===== config.mk =====
export PLATFORM = sky130hd
export DESIGN_NAME = timecounter
export DESIGN_NICKNAME = d
export VERILOG_FILES = /design/src/rtl/timecounter.sv
export SDC_FILE = /design/constraint.sdc
export NUM_CORES = 1
export LEC_CHECK = 0
export ABC_CLOCK_PERIOD_IN_PS = 2700
export BUFFER_PORTS_ARGS = -buffer_cell sky130_fd_sc_hd__buf_4
export CORE_MARGIN = 3
export CORE_UTILIZATION = 45
export DETAILED_ROUTE_END_ITERATION = 12
export PLACE_DENSITY_LB_ADDON = 0.25
export RECOVER_POWER = 25
export SYNTH_ARGS = -nofsm -noshare
export SYNTH_HDL_FRONTEND = slang
export SYNTH_SLANG_ARGS = --single-unit

===== constraint.sdc =====
create_clock -name clk -period 2.7 [get_ports clk]
set_input_delay 0.135 -clock clk [delete_from_list [all_inputs] [get_ports clk]]
set_output_delay 0.135 -clock clk [all_outputs]
set_load 0.02 [all_outputs]

===== src/rtl/timecounter.sv =====
// Time-of-day counter (hh:mi:ss, packed BCD) with a CLK_DIV-cycle prescaler,
// run/setting modes, per-field inc/dec editing and a midnight rollover pulse.
`timescale 1ns/1ps

module timecounter #(
    parameter int CLK_DIV = 50000000    // clk cycles per second; must be >= 2
) (
    input  logic       clk,
    input  logic       rst,
    input  logic       freeze,
    input  logic       inc,
    input  logic       dec,
    input  logic [1:0] sel,
    output logic [7:0] ss,
    output logic [7:0] mi,
    output logic [7:0] hh,
    output logic       sec_tick,
    output logic       dayroll
);

    typedef enum logic [1:0] {
        SEL_NONE = 2'b00,
        SEL_SS   = 2'b01,
        SEL_MI   = 2'b10,
        SEL_HH   = 2'b11
    } field_e;

    localparam int            PW       = (CLK_DIV > 2) ? $clog2(CLK_DIV) : 1;
    localparam logic [PW-1:0] PRE_LAST = PW'(CLK_DIV - 1);

    logic [PW-1:0] presc, presc_nxt;
    logic [7:0]    ss_nxt, mi_nxt, hh_nxt;
    logic          tick_nxt, roll_nxt;
    field_e        field;

    // Digit-wise BCD steps with wrap at max; never produce codes A..F.
    function automatic logic [7:0] bcd_inc(input logic [7:0] v, input logic [7:0] max);
        if (v == max)
            return 8'h00;
        else if (v[3:0] == 4'h9)
            return {v[7:4] + 4'h1, 4'h0};
        else
            return {v[7:4], v[3:0] + 4'h1};
    endfunction

    function automatic logic [7:0] bcd_dec(input logic [7:0] v, input logic [7:0] max);
        if (v == 8'h00)
            return max;
        else if (v[3:0] == 4'h0)
            return {v[7:4] - 4'h1, 4'h9};
        else
            return {v[7:4], v[3:0] - 4'h1};
    endfunction

    assign field = field_e'(sel);

    always_comb begin
        // NOTE: every output of this block gets a default first so no path can infer a latch.
        presc_nxt = presc;
        ss_nxt    = ss;
        mi_nxt    = mi;
        hh_nxt    = hh;
        tick_nxt  = 1'b0;
        roll_nxt  = 1'b0;

        if (freeze) begin
            presc_nxt = '0;
            // inc together with dec cancels out; edits never carry between fields.
            if (inc ^ dec) begin
                case (field)
                    SEL_SS:  ss_nxt = inc ? bcd_inc(ss, 8'h59) : bcd_dec(ss, 8'h59);
                    SEL_MI:  mi_nxt = inc ? bcd_inc(mi, 8'h59) : bcd_dec(mi, 8'h59);
                    SEL_HH:  hh_nxt = inc ? bcd_inc(hh, 8'h23) : bcd_dec(hh, 8'h23);
                    default: ;
                endcase
            end
        end else if (presc == PRE_LAST) begin
            presc_nxt = '0;
            tick_nxt  = 1'b1;
            ss_nxt    = bcd_inc(ss, 8'h59);
            if (ss == 8'h59) begin
                mi_nxt = bcd_inc(mi, 8'h59);
                if (mi == 8'h59) begin
                    hh_nxt   = bcd_inc(hh, 8'h23);
                    roll_nxt = (hh == 8'h23);
                end
            end
        end else begin
            presc_nxt = presc + PW'(1);
        end
    end

    // NOTE: sequential state uses non-blocking assignments so all registers see pre-edge values.
    always_ff @(posedge clk) begin
        if (!rst) begin
            presc    <= '0;
            ss       <= 8'h00;
            mi       <= 8'h00;
            hh       <= 8'h00;
            sec_tick <= 1'b0;
            dayroll  <= 1'b0;
        end else begin
            presc    <= presc_nxt;
            ss       <= ss_nxt;
            mi       <= mi_nxt;
            hh       <= hh_nxt;
            sec_tick <= tick_nxt;
            dayroll  <= roll_nxt;
        end
    end

endmodule


== Word level (Yosys, flattened, before mapping) ==
Cells that the tools add are included.
Widths: inputs -> output; s select.

* $add $sub $neg: 13
* Multiply operators: 0
* Divide/modulo/power cells: 0
* $lt $le $gt $ge: 0
* Eq/ne operators: 17
* Shift operators: 0
* Muxes and demuxes: 31
* Bitwise operators: 5
* Reduce and logical (&&, ||, !) cells: 18

{| class="wikitable"
|+ Operators with widths
! operator !! count
|-
| $mux 8 || 30
|-
| $add 26x1->26 const B || 1
|-
| $eq 26x26->1 const B || 1
|-
| $add 4x1->4 const B || 6
|-
| $logic_not 8->1 || 3
|-
| $sub 4x1->4 const B || 6
|-
| $eq 8x7->1 const B || 2
|-
| $eq 4x4->1 const B || 3
|-
| $logic_not 4->1 || 3
|-
| $ne 4x1->1 const B || 3
|-
| $reduce_and 5->1 || 2
|-
| $eq 8x6->1 const B || 1
|-
| $ne 2x1->1 const B || 4
|-
| $reduce_and 4->1 || 2
|-
| $reduce_and 6->1 || 1
|-
| $reduce_bool 2->1 || 3
|-
| $reduce_or 5->1 || 1
|-
| $eq 2x2->1 const B || 2
|-
| $not 1->1 || 4
|-
| $reduce_and 3->1 || 1
|-
| $reduce_or 3->1 || 1
|-
| $eq 2x1->1 const B || 1
|-
| $reduce_or 2->1 || 1
|-
| $mux 1 || 1
|-
| $xor 1x1->1 || 1
|}

* Register bits after elaboration: 52
* Bits in latches: 0
* RAM bits: 0
* ROM bits: 0
* Output and inout bits: 26
* Logic and storage cells: 93
* Memories: 0

== Longest topological paths before layout ==
Gate-level depths: netlist of the first run.

* Word-level depth: 7
* Mapped depth: 8

== Worst setup path after synthesis of the first run ==
Ideal clock, no wire load.

* Path kind: register to register
* Start point: reg ss[0]
* End point: reg ss[2]
* Library setup time: 0.070 ns
* Arrival: 1.998 ns
* Required time: 2.630 ns
* Path slack: 0.631 ns
* Stages on the path, launching flop included: 8
* Path buffers: 0
* Clock period less this slack: 2.069 ns
* Path through: dfxtp_1 > inv_1 > ha_1 > nor3b_1 > nor2_1 > a22oi_1 > or3_1 > a21oi_1

* Word-level cells in the longest chain between the ends: 7

{| class="wikitable"
|+ RTL lines
! item !! line !! text
|-
| start, declared || 14 || <nowiki>output logic [7:0] ss,</nowiki>
|-
| start signal, assigned || 104 || <nowiki>ss <= ss_nxt;</nowiki>
|-
| $sub 4x1->4, or another cell as far along || 52 || <nowiki>return {v[7:4], v[3:0] - 4'h1};</nowiki>
|-
| $mux 8 (on tied branches) || 49, 40 ||
|-
| $mux 8 (on tied branches) || 47, 38 ||
|-
| $mux 8 || 71 || <nowiki>SEL_SS: ss_nxt = inc ? bcd_inc(ss, 8'h59) : bcd_dec(ss, 8'h59);</nowiki>
|-
| $mux 8 || 70 || <nowiki>case (field)</nowiki>
|-
| $mux 8 || 69 || <nowiki>if (inc ^ dec) begin</nowiki>
|-
| $mux 8 (*) || 66 || <nowiki>if (freeze) begin</nowiki>
|}

Every way passes the cells marked *; elsewhere a longest branch is shown, timed or not. The select of a mux whose other input is x is not followed.
A chain may end at the register's enable or synchronous reset.

== Final worst setup path of the first run ==
* Start point: reg presc[0]
* End point: reg ss[4]

* Word-level cells in the longest chain between the ends: 3

{| class="wikitable"
|+ RTL lines
! item !! line !! text
|-
| start, declared || 31 || <nowiki>logic [PW-1:0] presc, presc_nxt;</nowiki>
|-
| start signal, assigned || 103 || <nowiki>presc <= presc_nxt;</nowiki>
|-
| $eq 26x26->1 || 77 || <nowiki>end else if (presc == PRE_LAST) begin</nowiki>
|-
| $reduce_bool 2->1 (no line) || -- ||
|-
| $reduce_and 4->1 (no line) || -- ||
|}

No other way between the ends.

==> results of run 1 <==
area by class of cell:
cell class	instances	area [um2]
Timing Repair Buffer	37	206.4
Tap cell	99	123.9
Multi-Input combinational cell	334	2300
Sequential cell	52	1041
Clock inverter	3	25.02
Inverter	21	78.83
Fill cell	713	3565
Clock buffer	5	68.82
cell families after synthesis:
family | share of synthesized area
simple gates | 0.2777
compound gates | 0.1963
flops | 0.2959
buf+inv | 0.05050
xor+xnor | 0.06472
fa+ha+maj | 0.08890
mux | 0.02596
routing by layer:
metal  track usage  share of wire  routed length (um)
met1        0.2881           0.51                4207
met2        0.2937           0.43                3552
met3       0.03108          0.059                 491
met4       0.03369         0.0040                  33
met5             0              0                   0
power by group:
part	switching [mW]	total [mW]	internal [mW]
Sequential	0.0115	0.785	0.773
Clock	0.286	0.475	0.190
Combinational	0.0962	0.148	0.0515
Total	0.393	1.41	1.01
registers in the layout, indices dropped and copies added (netlist names):
name and cells:
dayroll 1, hh 8, mi 8, presc 26
sec_tick 1, ss 8
cells in the mapped netlist (7+ instances only):
cell type / instances / share of area
nor2_1: 45 / 0.048
nor3_1: 16 / 0.023
a21oi_1: 18 / 0.026
nand3_1: 20 / 0.028
xnor2_1: 19 / 0.047
xor2_1: 7 / 0.017
nand2_1: 29 / 0.031
dfxtp_1: 52 / 0.30
ha_1: 25 / 0.089
nand4_1: 9 / 0.016
mux2i_1: 8 / 0.023
inv_1: 21 / 0.022
a211oi_1: 7 / 0.015
o21ai_0: 14 / 0.020
clkbuf_1: 12 / 0.013
and3_1: 8 / 0.014
per-stage QoR:
step                instance area (um2)  total power [mW]  hold slack, ps  setup slack (ps)  cells
finish                             3844             1.408           81.36             395.5    551
global route                       3844             1.477           87.55             206.0    551
CTS                                3915             1.428           80.09             404.9    551
detailed placement                 3821            0.9515           430.2             445.5    543
global placement                   3821            0.9504           421.9             551.0    543
floorplan                          3518            0.9056           219.0             631.2    428
worst paths after layout:
path	start	endpoint	slack [ps]	depth (start not counted)
min	freeze	sec_tick	80	2
max	presc[0]	ss[4]	400	6
min reg2reg	presc[0]	presc[0]	470	1
max reg2reg	presc[0]	ss[4]	400	6
==> results.yml, run 1 <==
outcome:
  run_status: "completed"
detailed_routing:
  dr_total_vias: 3231
  via_per_inst: 5.864
  detail_route.drc_violations: 0
  post_drt_wl_per_cell_um: 15.03
  detail_route.iter0.violations: 220
  routed_wirelength_um: 8284
  drt_pre_antenna_iters: 5
  drtAntennaViolNets: 0
finish:
  insertedDiodeCount: 0
  area_delta_synth_final_pct: 9.246
  drive_gt1_frac: 0.07522
  layout_commonest_cell: "dfxtp_1"
  design.final.nets: 483
  fin_util: 0.5188
  layout_common_cells: "dfxtp_1, nor2_1, nand2_1"
critical_path:
  critical_path_class: "flop to flop"
  critPathLaunchType: "flop"
  critical-path-slowest-cell: "o41a_1"
  timing.critical_path.required_ps: 2880
  worstPathBufferInverterCount: 0
  critical_path_cell_by_cell: "ha_1 > and3_1 > nand2_1 > o41a_1 > o311ai_1 > o41ai_2"
  critPathMaxStageDelay_ps: 660
  arrival_ps: 2480
  endpoint_kind: "flop"
  critical_path.max_fanout: 16
  cp_top_family: "compound AO/OA/AOI/OAI gates"
power:
  power.static_leakage_nw: 1.374
  power.density_cell_area_nw_per_um2: 366.3
  power.ir.vdd_worst_mv: 0.1654
floorplanning:
  design.portCount: 33
  die_area_um2: 8915
  die_w_um: 94.42
  initial_core_util: 0.4749
  row_count: 31
  core_um2: 7408
  floorplan.die.height_um: 94.42
synthesis:
  synth_nets: 460
  async_flop_share: 0
  yosys_warnings: 0
  mappedNetlistArea_um2: 3518
  synth_edf_count: 0
  synth_cell_type_count: 71
  postSynthAreaPerCell_um2: 8.221
  synth_seq_area_share: 0.2959
  synthFlopType: "dfxtp_1"
  synth_cells: 428
  post_synthesis_sequential_element_count: 52
grt:
  grt_overflow_total: 0
  grt_first_pass_wirelength_um: 14120
  via_count_of_the_first_global_routing_pass: 2879
  global_route.usage.total: 0.1925
  grt_start_max_net_pins: 31
  antenna_found_initial: 0
clocking:
  cts.repair.resized: 0
  tritoncts: "done"
  cts_hold_buf: 0
  cts_post_setup_buffers_inserted: 0
  clk_transition_reported_paths_ps: 110
  clock_insertion_delay_worst_skew_ps: 320
  clock-sinks: 52
  max-clock-path-buffers: 2
  clk_root_buffer_cell: "clkbuf_8"
  htreeDepth: 2
  number_of_buffers_created_by_cts: 5
timing:
  maxClockFrequency_ghz: 0.4339
  final-setup-viol-count: 0
  final.period_utilization: 0.8535
  worst_slew_margin_rel: 0.5559
  drv_slew: 0
  min_period_ps: 2305
  timing.final.hold_violations: 0
  grt_setup_unrepaired: "false"
  timing.clock.skew_ps: 10.59
  tightestPinTransition_ps: 665.4
  setup_tns_ps: 0
job:
  timing.max_cap.violations: 0
place:
  place.port_buffers: 32
  routabilityCongestion: 0.8404
  dpl.hpwl_um: 5827
hold_path:
  worst_hold_path_type: "primary input to flop"
Power figures use the tool's default switching activity.
==> inputs of run 2 (changes only) <==
ABC_AREA = 1   (was default)
SKIP_LAST_GASP = 1   (was default)
==> run 2 against run 1 <==
Effect of this change:
- utilization fell by 0.41 points
- routed wire length fell by 0.49%
- clock-buffer cell count did not move
- synthesized cell count rose by 32%
- via count rose by 9.7%
- global-route usage fell by 1.7 points
- setup slack improved by 550 ps
- non-clock buffer count fell by 5
- sequential share of layout area fell by 1.4 points
- critical path type unchanged
- largest power group unchanged
==> results.yml, run 2 <==
power:
  power.static_leakage_nw: 1.672
  switching_power_total_mw: 0.5130
  power.clock.fraction: 0.295
  power.ir.vdd_worst_mv: 0.2527
  power_frac_comb: 0.192
  power.density_cell_area_nw_per_um2: 391.5
  swShare: 0.3227
  power_report.internal_total_mw: 1.077
  power.sequential.fraction: 0.513
floorplanning:
  row_count: 32
  floorplan.die.height_um: 97.18
  design.portCount: 33
  die_w_um: 97.18
  initial_core_util: 0.4743
  die_area_um2: 9444
  core_um2: 7888
detailed_routing:
  via_per_inst: 5.077
  post_drt_wl_per_cell_um: 11.81
  routed_wirelength_um: 8243
  drtAntennaViolNets: 0
  detail_route.drc_violations: 0
  drt_pre_antenna_iters: 4
  detail_route.iter0.violations: 133
  dr_total_vias: 3544
finish:
  drive_gt1_frac: 0.1107
  largest_register: "presc"
  layout_common_cells: "nand2_1, nor2_1, inv_1"
  layoutNonFillerInstCount: 698
  insertedDiodeCount: 0
  largest_register_ffs: 26
  design.final.nets: 627
  layout_commonest_cell: "nand2_1"
  area_delta_synth_final_pct: 8.528
timing:
  maxClockFrequency_ghz: 0.5695
  timing.clock.skew_ps: 12.68
  hold-worst-slack_ps: 154.6
  worst_slew_margin_rel: 0.7277
  setup_tns_ps: 0
  final.period_utilization: 0.6503
  tightestPinTransition_ps: 406.9
  final-setup-viol-count: 0
  timing.final.hold_violations: 0
  grt_setup_unrepaired: "false"
  min_period_ps: 1756
  drv_slew: 0
clocking:
  clk_transition_reported_paths_ps: 100
  htreeDepth: 2
  cts_post_setup_buffers_inserted: 0
  tritoncts: "done"
  max-clock-path-buffers: 2
  clock-sinks: 52
  cts_hold_buf: 0
  clock_insertion_delay_worst_skew_ps: 320
  number_of_buffers_created_by_cts: 5
  clk_root_buffer_cell: "clkbuf_8"
  cts.repair.resized: 0
critical_path:
  critPathLaunchType: "flop"
  critical_path_class: "flop to flop"
  timing.critical_path.required_ps: 2920
  arrival_ps: 1980
  critical_path.max_fanout: 8
  endpoint_kind: "flop"
synthesis:
  synth-compound-area-share: 0.09766
  adder_cell_share_of_the_synthesized_area: 0.08361
  synth_cell_type_count: 37
  synth_seq_area_share: 0.2783
  synth_nets: 597
  yosys.area.top_type_share: 0.2783
  mappedNetlistArea_um2: 3741
  ys_top_cells_by_area: "dfxtp_1, nand2_1, ha_1"
  post_synthesis_share_of_cell_area_spent_on_xor_and_xnor_gates: 0.04916
  post_synth_most_frequent_cells: "nand2_1, nor2_1, inv_1"
  muxShareOfSynthArea: 0
  post-synth-top-area-cell: "dfxtp_1"
  postSynthAreaPerCell_um2: 6.621
  post_synthesis_sequential_element_count: 52
  yosys_warnings: 0
  post-synth-top-count-cell: "nand2_1"
  synth_simple_gate_area_share: 0.4084
  synth_edf_count: 0
  async_flop_share: 0
  synth_cells: 565
  synthFlopType: "dfxtp_1"
  largest_family_of_logic_cells_by_synthesized_area: "simple AND/OR/NAND/NOR gates"
grt:
  grt_overflow_total: 0
  via_count_of_the_first_global_routing_pass: 3121
  antenna_found_initial: 0
  grt_start_max_net_pins: 20
  global_route.usage.total: 0.1755
  grt_first_pass_wirelength_um: 14080
place:
  place.port_buffers: 32
  placed_cells: 690
  dpl.hpwl_um: 6272
  routabilityCongestion: 0.8841
hold_path:
  worst_hold_path_type: "primary input to flop"
job:
  timing.max_cap.violations: 0
outcome:
  run_status: "completed"
[run 2: cell types whose count changed in the layout (fill, tap and decap cells not counted), moves of 10 or more]
| cell | before | now |
|---|---|---|
| inv_1 | 21 | 57 |
| nand2_1 | 29 | 140 |
| nand3_1 | 20 | 50 |
| nor2_1 | 45 | 76 |
| o21ai_0 | 14 | 25 |
| xnor2_1 | 19 | 9 |
[run 2: routing by layer]
metal	share of wire	vias to the layer above	GRT usage
met3	0.045	12	0.04666
met2	0.48	63	0.2956
met1	0.46	1594	0.2229
met4	0.013	0	0.04320
met5	0	-	0
li1	-	1875	-
[run 2: metrics by stage]
step                      utilization  area [um2]  power, mW  worst slack [ps]
after floorplan                     -        3741      1.070              1014
after global placement         0.5124        4041      1.145             956.9
after detailed placement       0.5124        4041      1.150             953.0
after CTS                      0.5238        4131      1.619             932.9
after global routing           0.5148        4060      1.690             685.9
final                          0.5148        4060      1.590             944.1
[run 2: path summary, 6_finish.rpt]
check	end	startpoint	slack (ps)	depth (start not counted)
setup / recovery	mi[3]	ss[1]	940	11
hold reg to reg	presc[0]	presc[0]	460	1
setup reg to reg	mi[3]	ss[1]	940	11
hold / removal	sec_tick	freeze	150	4
[run 2: logic make-up after synthesis]
| kind of cell | count (synthesis) |
|---|---|
| and+or+nand+nor | 327 |
| buffers and inverters | 73 |
| AOI/OAI and AO/OA | 67 |
| DFF | 52 |
| adders and majority gates | 25 |
| xor gates and xnor gates | 21 |
[run 2: final cells by class]
| type | instances | area, um2 |
|---|---|---|
| repair buffers | 32 | 168.9 |
| clock buffers | 5 | 68.82 |
| flip-flops and latches | 52 | 1041 |
| inverters | 64 | 242.7 |
| multi-input cells | 440 | 2390 |
| fillers | 821 | 3827 |
| clock inverters | 3 | 21.27 |
| well taps | 102 | 127.6 |
[run 2: power groups by stage]
stage	Sequential, mW	Clock (mW)	Combinational [mW]
2_1_floorplan	0.848	0	0.223
3_3_place_gp	0.833	0	0.312
3_5_place_dp	0.834	0	0.316
4_1_cts	0.816	0.486	0.317
5_1_grt	0.820	0.522	0.348
6_report	0.815	0.469	0.305
[run 2: critical path, cell delays in order, from the launching register on]
cell	delay, ps
dfxtp_1	360
inv_1	120
ha_1	190
nand2_2	70
nor2_4	190
nand2_2	100
nand2_2	90
nand2_4	80
nor2_4	140
nand2_2	110
o21ai_0	160
nor2_1	50
